===== config.mk =====
export PLATFORM = sky130hd
export DESIGN_NAME = wide_alu_result_streamer_flat
export DESIGN_NICKNAME = d
export VERILOG_FILES = /design/src/rtl/wide_alu_result_streamer_if.sv /design/src/rtl/wide_alu_result_streamer.sv /design/src/flat_wrapper.sv
export SDC_FILE = /design/constraint.sdc
export NUM_CORES = 1
export LEC_CHECK = 0
export CAP_MARGIN = 20
export CORE_MARGIN = 3
export CORE_UTILIZATION = 51
export CTS_CLUSTER_SIZE = 28
export DETAILED_ROUTE_END_ITERATION = 8
export GPL_TIMING_DRIVEN = 0
export PLACE_DENSITY = 0.81
export SYNTH_ARGS = -nofsm -noshare
export SYNTH_HDL_FRONTEND = slang
export SYNTH_SLANG_ARGS = --single-unit
export TNS_END_PERCENT = 100

===== constraint.sdc =====
create_clock -name clk_i -period 24.6 [get_ports clk_i]
set_input_delay 4.92 -clock clk_i [delete_from_list [all_inputs] [get_ports clk_i]]
set_output_delay 4.92 -clock clk_i [all_outputs]
set_load 0.1 [all_outputs]

===== src/rtl/wide_alu_result_streamer_if.sv =====
// Beat stream carrying one narrow slice of a wide ALU result per transfer.
// Master drives data/valid/last/beat_idx; slave drives ready.
interface wide_alu_result_streamer_if #(
    parameter int BEAT_WIDTH = 32,
    parameter int IDX_WIDTH  = 4
);
    logic [BEAT_WIDTH-1:0] data;
    logic                  valid;
    logic                  ready;
    logic                  last;
    logic [IDX_WIDTH-1:0]  beat_idx;

    modport master (
        output data,
        output valid,
        output last,
        output beat_idx,
        input  ready
    );

    modport slave (
        input  data,
        input  valid,
        input  last,
        input  beat_idx,
        output ready
    );
endinterface


===== src/rtl/wide_alu_result_streamer.sv =====
// Captures a wide ALU result on done_i and streams it out as narrow beats.
// Ports: clk_i/rst_i (async active-high), done_i/result_i capture,
//   clear_err_i, out_if (master: data/valid/ready/last/beat_idx),
//   busy_o, overrun_o (sticky drop flag), drop_cnt_o (saturating drops).
// Optional macro WIDE_ALU_STREAM_TRIM_EN: stop after highest nonzero beat.
module wide_alu_result_streamer #(
    parameter int RESULT_WIDTH = 512,
    parameter int BEAT_WIDTH   = 32
) (
    input  logic                    clk_i,
    input  logic                    rst_i,
    input  logic                    done_i,
    input  logic [RESULT_WIDTH-1:0] result_i,
    input  logic                    clear_err_i,
    wide_alu_result_streamer_if.master out_if,
    output logic                    busy_o,
    output logic                    overrun_o,
    output logic [7:0]              drop_cnt_o
);
    localparam int NUM_BEATS = RESULT_WIDTH / BEAT_WIDTH;
    localparam int IDX_WIDTH = $clog2(NUM_BEATS);

    localparam logic [IDX_WIDTH-1:0] LAST_FULL = IDX_WIDTH'(NUM_BEATS - 1);

    typedef enum logic {
        IDLE,
        STREAM
    } state_t;

    typedef logic [NUM_BEATS-1:0][BEAT_WIDTH-1:0] beats_t;

    state_t               state_q, state_d;
    beats_t               shadow_q, shadow_d;
    logic [IDX_WIDTH-1:0] cnt_q, cnt_d;
    logic [IDX_WIDTH-1:0] last_idx_q, last_idx_d;
    logic                 overrun_q, overrun_d;
    logic [7:0]           drop_cnt_q, drop_cnt_d;

    beats_t               result_beats;
    logic [IDX_WIDTH-1:0] cap_last_idx;
    logic                 streaming;
    logic                 xfer;
    logic                 final_xfer;
    logic                 drop;

    assign result_beats = result_i;

`ifdef WIDE_ALU_STREAM_TRIM_EN
    // Highest nonzero beat; an all-zero result still sends beat 0.
    always_comb begin
        cap_last_idx = '0;
        for (int i = 0; i < NUM_BEATS; i++) begin
            if (|result_beats[i]) begin
                cap_last_idx = IDX_WIDTH'(i);
            end
        end
    end
`else
    assign cap_last_idx = LAST_FULL;
`endif

    assign streaming  = (state_q == STREAM);
    assign xfer       = streaming && out_if.ready;
    assign final_xfer = xfer && (cnt_q == last_idx_q);

    // Stream FSM, shadow capture and beat counter.
    always_comb begin
        state_d    = state_q;
        shadow_d   = shadow_q;
        cnt_d      = cnt_q;
        last_idx_d = last_idx_q;
        drop       = 1'b0;
        unique case (state_q)
            IDLE: begin
                if (done_i) begin
                    shadow_d   = result_beats;
                    cnt_d      = '0;
                    last_idx_d = cap_last_idx;
                    state_d    = STREAM;
                end
            end
            STREAM: begin
                if (final_xfer) begin
                    cnt_d = '0;
                    if (done_i) begin
                        // Back-to-back: new result takes over with no bubble.
                        shadow_d   = result_beats;
                        last_idx_d = cap_last_idx;
                    end else begin
                        state_d = IDLE;
                    end
                end else begin
                    if (xfer) begin
                        cnt_d = cnt_q + 1'b1;
                    end
                    // Result arriving mid-stream is lost; shadow is kept.
                    drop = done_i;
                end
            end
            default: begin
                state_d = IDLE;
                cnt_d   = '0;
            end
        endcase
    end

    // Error bookkeeping; a drop in the same cycle as a clear wins.
    always_comb begin
        overrun_d  = overrun_q;
        drop_cnt_d = drop_cnt_q;
        if (drop) begin
            overrun_d = 1'b1;
            if (clear_err_i) begin
                drop_cnt_d = 8'd1;
            end else if (drop_cnt_q != 8'hFF) begin
                drop_cnt_d = drop_cnt_q + 8'd1;
            end
        end else if (clear_err_i) begin
            overrun_d  = 1'b0;
            drop_cnt_d = 8'd0;
        end
    end

    always_ff @(posedge clk_i or posedge rst_i) begin
        if (rst_i) begin
            state_q    <= IDLE;
            shadow_q   <= '0;
            cnt_q      <= '0;
            last_idx_q <= LAST_FULL;
            overrun_q  <= 1'b0;
            drop_cnt_q <= 8'd0;
        end else begin
            state_q    <= state_d;
            shadow_q   <= shadow_d;
            cnt_q      <= cnt_d;
            last_idx_q <= last_idx_d;
            overrun_q  <= overrun_d;
            drop_cnt_q <= drop_cnt_d;
        end
    end

    assign out_if.valid    = streaming;
    assign out_if.data     = streaming ? shadow_q[cnt_q] : '0;
    assign out_if.beat_idx = cnt_q;
    assign out_if.last     = streaming && (cnt_q == last_idx_q);
    assign busy_o          = streaming;
    assign overrun_o       = overrun_q;
    assign drop_cnt_o      = drop_cnt_q;

    // A stalled beat must stay put until it is accepted.
    a_hold: assert property (
        @(posedge clk_i) disable iff (rst_i)
        (out_if.valid && !out_if.ready)
            |=> (out_if.valid && $stable(out_if.data)
                 && $stable(out_if.beat_idx))
    );

    a_idle_idx: assert property (
        @(posedge clk_i) disable iff (rst_i)
        !out_if.valid |-> (out_if.beat_idx == '0)
    );
endmodule


===== src/flat_wrapper.sv =====
// flat-port wrapper written by rule: the top's interface ports become plain ports
module wide_alu_result_streamer_flat 
#(
    parameter int RESULT_WIDTH = 512,
    parameter int BEAT_WIDTH   = 32
)
  (clk_i, rst_i, done_i, result_i, clear_err_i, busy_o, overrun_o, drop_cnt_o, out_if_data, out_if_valid, out_if_last, out_if_beat_idx, out_if_ready);
  wide_alu_result_streamer_if #(.BEAT_WIDTH(BEAT_WIDTH), .IDX_WIDTH(4)) out_if_i ();
  input  logic clk_i;
  input  logic rst_i;
  input  logic done_i;
  input  logic [RESULT_WIDTH-1:0] result_i;
  input  logic clear_err_i;
  output logic busy_o;
  output logic overrun_o;
  output logic [7:0] drop_cnt_o;
  output wire logic [$bits(out_if_i.data)-1:0] out_if_data;
  output wire logic [$bits(out_if_i.valid)-1:0] out_if_valid;
  output wire logic [$bits(out_if_i.last)-1:0] out_if_last;
  output wire logic [$bits(out_if_i.beat_idx)-1:0] out_if_beat_idx;
  input wire logic [$bits(out_if_i.ready)-1:0] out_if_ready;
  assign out_if_data = out_if_i.data;
  assign out_if_valid = out_if_i.valid;
  assign out_if_last = out_if_i.last;
  assign out_if_beat_idx = out_if_i.beat_idx;
  assign out_if_i.ready = out_if_ready;
  wide_alu_result_streamer #(.RESULT_WIDTH(RESULT_WIDTH), .BEAT_WIDTH(BEAT_WIDTH)) u_core (.clk_i(clk_i), .rst_i(rst_i), .done_i(done_i), .result_i(result_i), .clear_err_i(clear_err_i), .out_if(out_if_i), .busy_o(busy_o), .overrun_o(overrun_o), .drop_cnt_o(drop_cnt_o));
endmodule

=== Word-level counts from Yosys, hierarchy flattened ===
Index checks and enable logic that the tools add are counted.

* $add $sub $neg: 2
* $lt $le $gt $ge: 1
* Equality and inequality tests: 5
* Muxes and demuxes: 24
* Bitwise operators: 1
* Reduce and logical (&&, ||, !) cells: 7

{| class="wikitable"
|+ Operator list
! operator !! count
|-
| 512-bit two-way mux || 2
|-
| 512-bit one-hot mux with 2 select lines || 1
|-
| 32-bit binary-select mux with 4-bit select || 1
|-
| 32-bit two-way mux || 2
|-
| 8-bit two-way mux || 4
|-
| 4-bit two-way mux || 5
|-
| 4-bit one-hot mux with 2 select lines || 2
|-
| 8-bit by 1-bit adder with 8-bit output, second input constant || 1
|-
| 8-bit inequality test, second input constant || 1
|-
| 1-bit two-way mux || 6
|-
| 4-bit by 5-bit less-than comparator with 1-bit output, second input constant || 1
|-
| 4-bit by 1-bit adder with 4-bit output, second input constant || 1
|-
| 4-bit == test || 1
|-
| 2-bit inequality test, second input constant || 2
|-
| 2-bit AND reduction || 2
|-
| 2-bit nonzero test || 2
|-
| 1-bit logical AND || 3
|-
| 3-bit inequality test, second input constant || 1
|-
| 1-bit one-hot mux with 2 select lines || 1
|-
| 1-bit inverter || 1
|}

* Flip-flop bits (word level): 530
* Bits of input ports: 517
* Output and inout bits: 48
* Word-level logic and storage cells: 61

=== Longest topological paths before layout ===
* Word-level depth: 6
* Depth in mapped cells: 8
* Mapped depth without buffers: 5

=== Worst setup path after synthesis ===
Ideal clock, no wire load.

* Path type: reg-to-output
* Start: register u_core.cnt_q[0], in the netlist u_core.out_if.beat_idx[0]
* End: output port out_if_data[10]
* Arrival time: 4.057 ns
* Data required time: 19.680 ns
* Slack: 15.623 ns
* Cell stages (with the launch flop): 8
* Path buffers: 3
* Cell sequence: dfrtp_1 buf_4 buf_4 buf_4 mux2i_1 a22oi_1 nand2_1 o21ai_0

* Longest elaborated chain between the ends: 3

{| class="wikitable"
|+ Ends and longest elaborated chain
! element !! RTL line !! text
|-
| start, declared || wide_alu_result_streamer.sv:34 || <nowiki>logic [IDX_WIDTH-1:0] cnt_q, cnt_d;</nowiki>
|-
| start signal, assigned || wide_alu_result_streamer.sv:135 || <nowiki>cnt_q <= cnt_d;</nowiki>
|-
| 32-bit binary-select mux with 4-bit select || wide_alu_result_streamer.sv:143 || <nowiki>assign out_if.data = streaming ? shadow_q[cnt_q] : '0;</nowiki>
|-
| 32-bit two-way mux (implied by the code) || wide_alu_result_streamer.sv:143 ||
|-
| 32-bit two-way mux || wide_alu_result_streamer.sv:143 ||
|-
| end, declared || flat_wrapper.sv:17 || <nowiki>output wire logic [$bits(out_if_i.data)-1:0] out_if_data;</nowiki>
|}

No other way between the ends. The select of a mux whose other input is x is not followed.

=== Worst setup path in the final report ===
* Start: register u_core.cnt_q[2], in the netlist u_core.out_if.beat_idx[2]
* End: output port out_if_data[20]

The elaborated chain is that of the path after synthesis.

==> impl_results.md <==
* Status: completed
* CTS hold repair buffers at 0
* Detailed Route WL at 87000 um
* RSZ-0062 raised after global routing: false
* CTS resizes at 0
* CTS max path bufs at 3
* Power Density at 129.1 nW/um^2
* Post-Syn Instances at 1693
* Max VDD drop at 0.0001739 V
* DIE AREA at 50320 sq um
* Leakage dissipation at 14.25 nW
* Reg-to-reg slack, setup at 22.24 ns
* TritonCTS Sinks at 526
* Synth-to-layout area growth at 34.32%
* DR pass1 iterations at 5
* Final #Nets at 2838
* Row cnt at 79
* Reg clk slew, reported paths at 0.06 ns
* Port bufs at 564
* XOR/XNOR Fraction of Synth Area at 0
* Remaining antenna violation count at 0
* Fin. max-slew vios at 0
* Post-DP HPWL at 66750 um
* CP Max Fanout at 10
* Min Tclk post-route at 9.490 ns
* Io pins at 565
* Critical Path End Type: primary output
* Tcrit/Tclk final at 0.3858
* First-pass GRT wire length at 124300 um
* Gr usage total at 0.3402
* Share of cells above drive strength 1 at 0.09746
* Hold path startpoint: u_core.shadow_q[452]
* Initial antenna violation count at 30
* Number of remaining DRC errors at 0
* Max_slew headroom at 0.2379
* Post-synthesis sequential area ratio at 0.5414
* Post-Synth Adder-Cell Area at 0.001029
* Post-Synth Simple-Gate Area at 0.02275
* Worst Path Required at 19.68 ns
* Number of synthesized flops with an enable pin at 0
* Vias per cell at 5.927
* Worst min path class: flip-flop to flip-flop
* DRT iter0 DRCs at 1329
* Routed WL per cell at 29.05 um
* Fillers at 3339
* Die span in y at 224.3 um
* Largest net degree at the start of global routing at 120
* Mapped Nets at 2212
* Type of origin of the critical path: flip-flop
* Yosys warning total at 0
* Worst-margin pin slew at 1.140 ns
* F_max at 0.1054 GHz
* Gpl congestion at 0.9183
* Async SR Flop Fraction at 1.000
* Setup CP Type: flip-flop to primary output
* Hold Crit Depth at 1
* Number of synthesized register bits at 526
* Prevailing post-synth register cell: dfrtp_1
* Hold Crit Endpoint: u_core.shadow_q[452]
* Worst skew pair latency at 0.61 ns
* Main combinational cell family by area after synthesis: multiplexers
* Register area at 13160 sq um
* Max cap viols at 0
* H-Tree Level Count at 2
* Clock Skews at 0.01544 ns
* Mux cell area share after synthesis at 0.3450
* CTS Root Buffer Type: clkbuf_16
* Final Setup Violations at 0
* Core area at 46850 sq um
* Vias in the first global route at 18.74k
* Hold WS at 0.4826 ns
* CP arrival at 4.57 ns
* Area of the multi-input gates at 10120 sq um
* Avg Inst Size Synth at 14.36 sq um
* Synthesized area at 24310 sq um
* Reg-to-reg critical path endpoint: u_core.shadow_q[236]
* Overflow left after global routing at 0
* Yosys cell types at 40
* Post CTS Setup Buffer Count at 0
* Synth Area in Compound Gates at 0.04766
* CTS tree: done
* Total power at 4.215 mW
* Final Hold Viols at 0
* Die width at 224.3 um
* Cts bufs inserted at 56
* FF-to-FF Start: u_core.out_if.beat_idx[1]
* Initial Utilization at 0.5189
* Reg2reg path depth at 8
* Routed vias at 17.75k
[routing by layer]
metal,up-vias,part of all wire,track usage
met3,194,0.086,0.08797
met2,818,0.48,0.5538
li1,7518,-,-
met1,9212,0.39,0.4317
met4,8,0.045,0.1528
met5,-,0.00062,0
[sequential cells by signal (all words and copies together) (netlist names)]
register / count
u_core.shadow_q: 512
u_core.drop_cnt_o: 8
u_core.out_if.beat_idx: 4
u_core.busy_o: 1
u_core.overrun_o: 1
[power breakdown]
| group | switching [mW] | internal (mW) |
|---|---|---|
| clock network | 0.344 | 0.471 |
| logic | 1.21 | 0.683 |
| registers | 0.229 | 1.28 |
| total | 1.78 | 2.44 |
[layout by cell type, fill, tap and decap left out, drive strengths merged, types with 2 or more instances in the layout]
cell,netlist,routed
clkdlybuf4s50,0,564
dfrtp,526,526
mux2,513,513
mux2i,227,227
clkbuf,27,115
buf,98,102
a22oi,98,98
nand2,57,57
o21ai,36,36
diode,0,28
nand3,28,28
mux4,15,15
o2111ai,9,9
clkinv,0,7
a221oi,6,6
a21oi,6,6
nor2b,5,5
inv,4,5
and3,5,5
and2,4,4
o31ai,4,4
nand4,3,3
nor2,3,3
nor3,3,3
nand2b,2,2
or4,2,2
a41oi,2,2
ha,2,2
clkinvlp,0,2
[cell type report]
class | instances | share of cell area
Sequential cell | 526 | 0.4031
Multi-Input combinational cell | 1038 | 0.3100
Timing Repair Buffer | 568 | 0.1763
Clock buffer | 88 | 0.05092
Buffer | 125 | 0.03092
Tap cell | 607 | 0.02326
Clock inverter | 11 | 0.002720
Antenna cell | 28 | 0.002146
Inverter | 4 | 0.0006897
[critical path: stages (launching register included)]
cell             delay (ns)
dfrtp_1                0.44
buf_2                  0.27
nor2_1                 0.76
clkbuf_1               0.62
a22oi_1                0.38
nand2_1                0.26
o21ai_0                0.17
clkdlybuf4s50_1        1.05
[through the flow]
stage	cell area [sq um]	utilization	TNS (ns)	setup slack, ns	cells
2_1_floorplan	24310	-	0	4.983	1693
3_3_place_gp	30720	0.6556	-255.62	-0.5714	2864
3_5_place_dp	30830	0.6581	0	15.74	2868
4_1_cts	32590	0.6955	0	15.07	2967
5_1_grt	32650	0.6968	0	15.01	2992
6_report	32660	0.6970	0	15.11	2995
[how the worst max path moves through the flow]
stage / start / end / slack [ns]
2_1_floorplan: rst_i / u_core.busy_o / 4.98
3_3_place_gp: rst_i / u_core.shadow_q[491] / -0.57
3_5_place_dp: u_core.out_if.beat_idx[2] / out_if_data[18] / 15.74
4_1_cts: u_core.out_if.beat_idx[2] / out_if_data[18] / 15.07
5_1_grt: u_core.out_if.beat_idx[2] / out_if_data[19] / 15.01
6_report: u_core.out_if.beat_idx[2] / out_if_data[20] / 15.11
[cell usage after synthesis, types with 2 or more instances]
master	instances	area share
dfrtp_1	526	0.54
mux2_1	480	0.22
mux2i_1	227	0.093
a22oi_1	98	0.030
nand2_1	57	0.0088
buf_6	44	0.020
o21ai_0	36	0.0074
mux2_2	33	0.015
nand3_1	28	0.0058
clkbuf_1	27	0.0042
buf_2	24	0.0049
buf_4	15	0.0046
mux4_2	15	0.014
buf_8	11	0.0068
o2111ai_1	9	0.0032
a21oi_1	6	0.0012
a221oi_1	6	0.0022
nor2b_1	5	0.0013
and2_1	4	0.0010
buf_1	4	0.00062
inv_1	4	0.00062
o31ai_1	4	0.0012
and3_1	3	0.00077
nand4_1	3	0.00077
nor2_1	3	0.00046
nor3_1	3	0.00062
a41oi_1	2	0.00072
ha_1	2	0.0010
nand2b_1	2	0.00051
or4_1	2	0.00062
[cell families after synthesis]
family,after synthesis
AO/OA/AOI/OAI,165
multiplexers,755
buffers and inverters,129
adder cells (fa/ha/maj),2
AND/OR/NAND/NOR,116
flip-flops,526
Note: power is estimated with default switching activity, not from simulation.
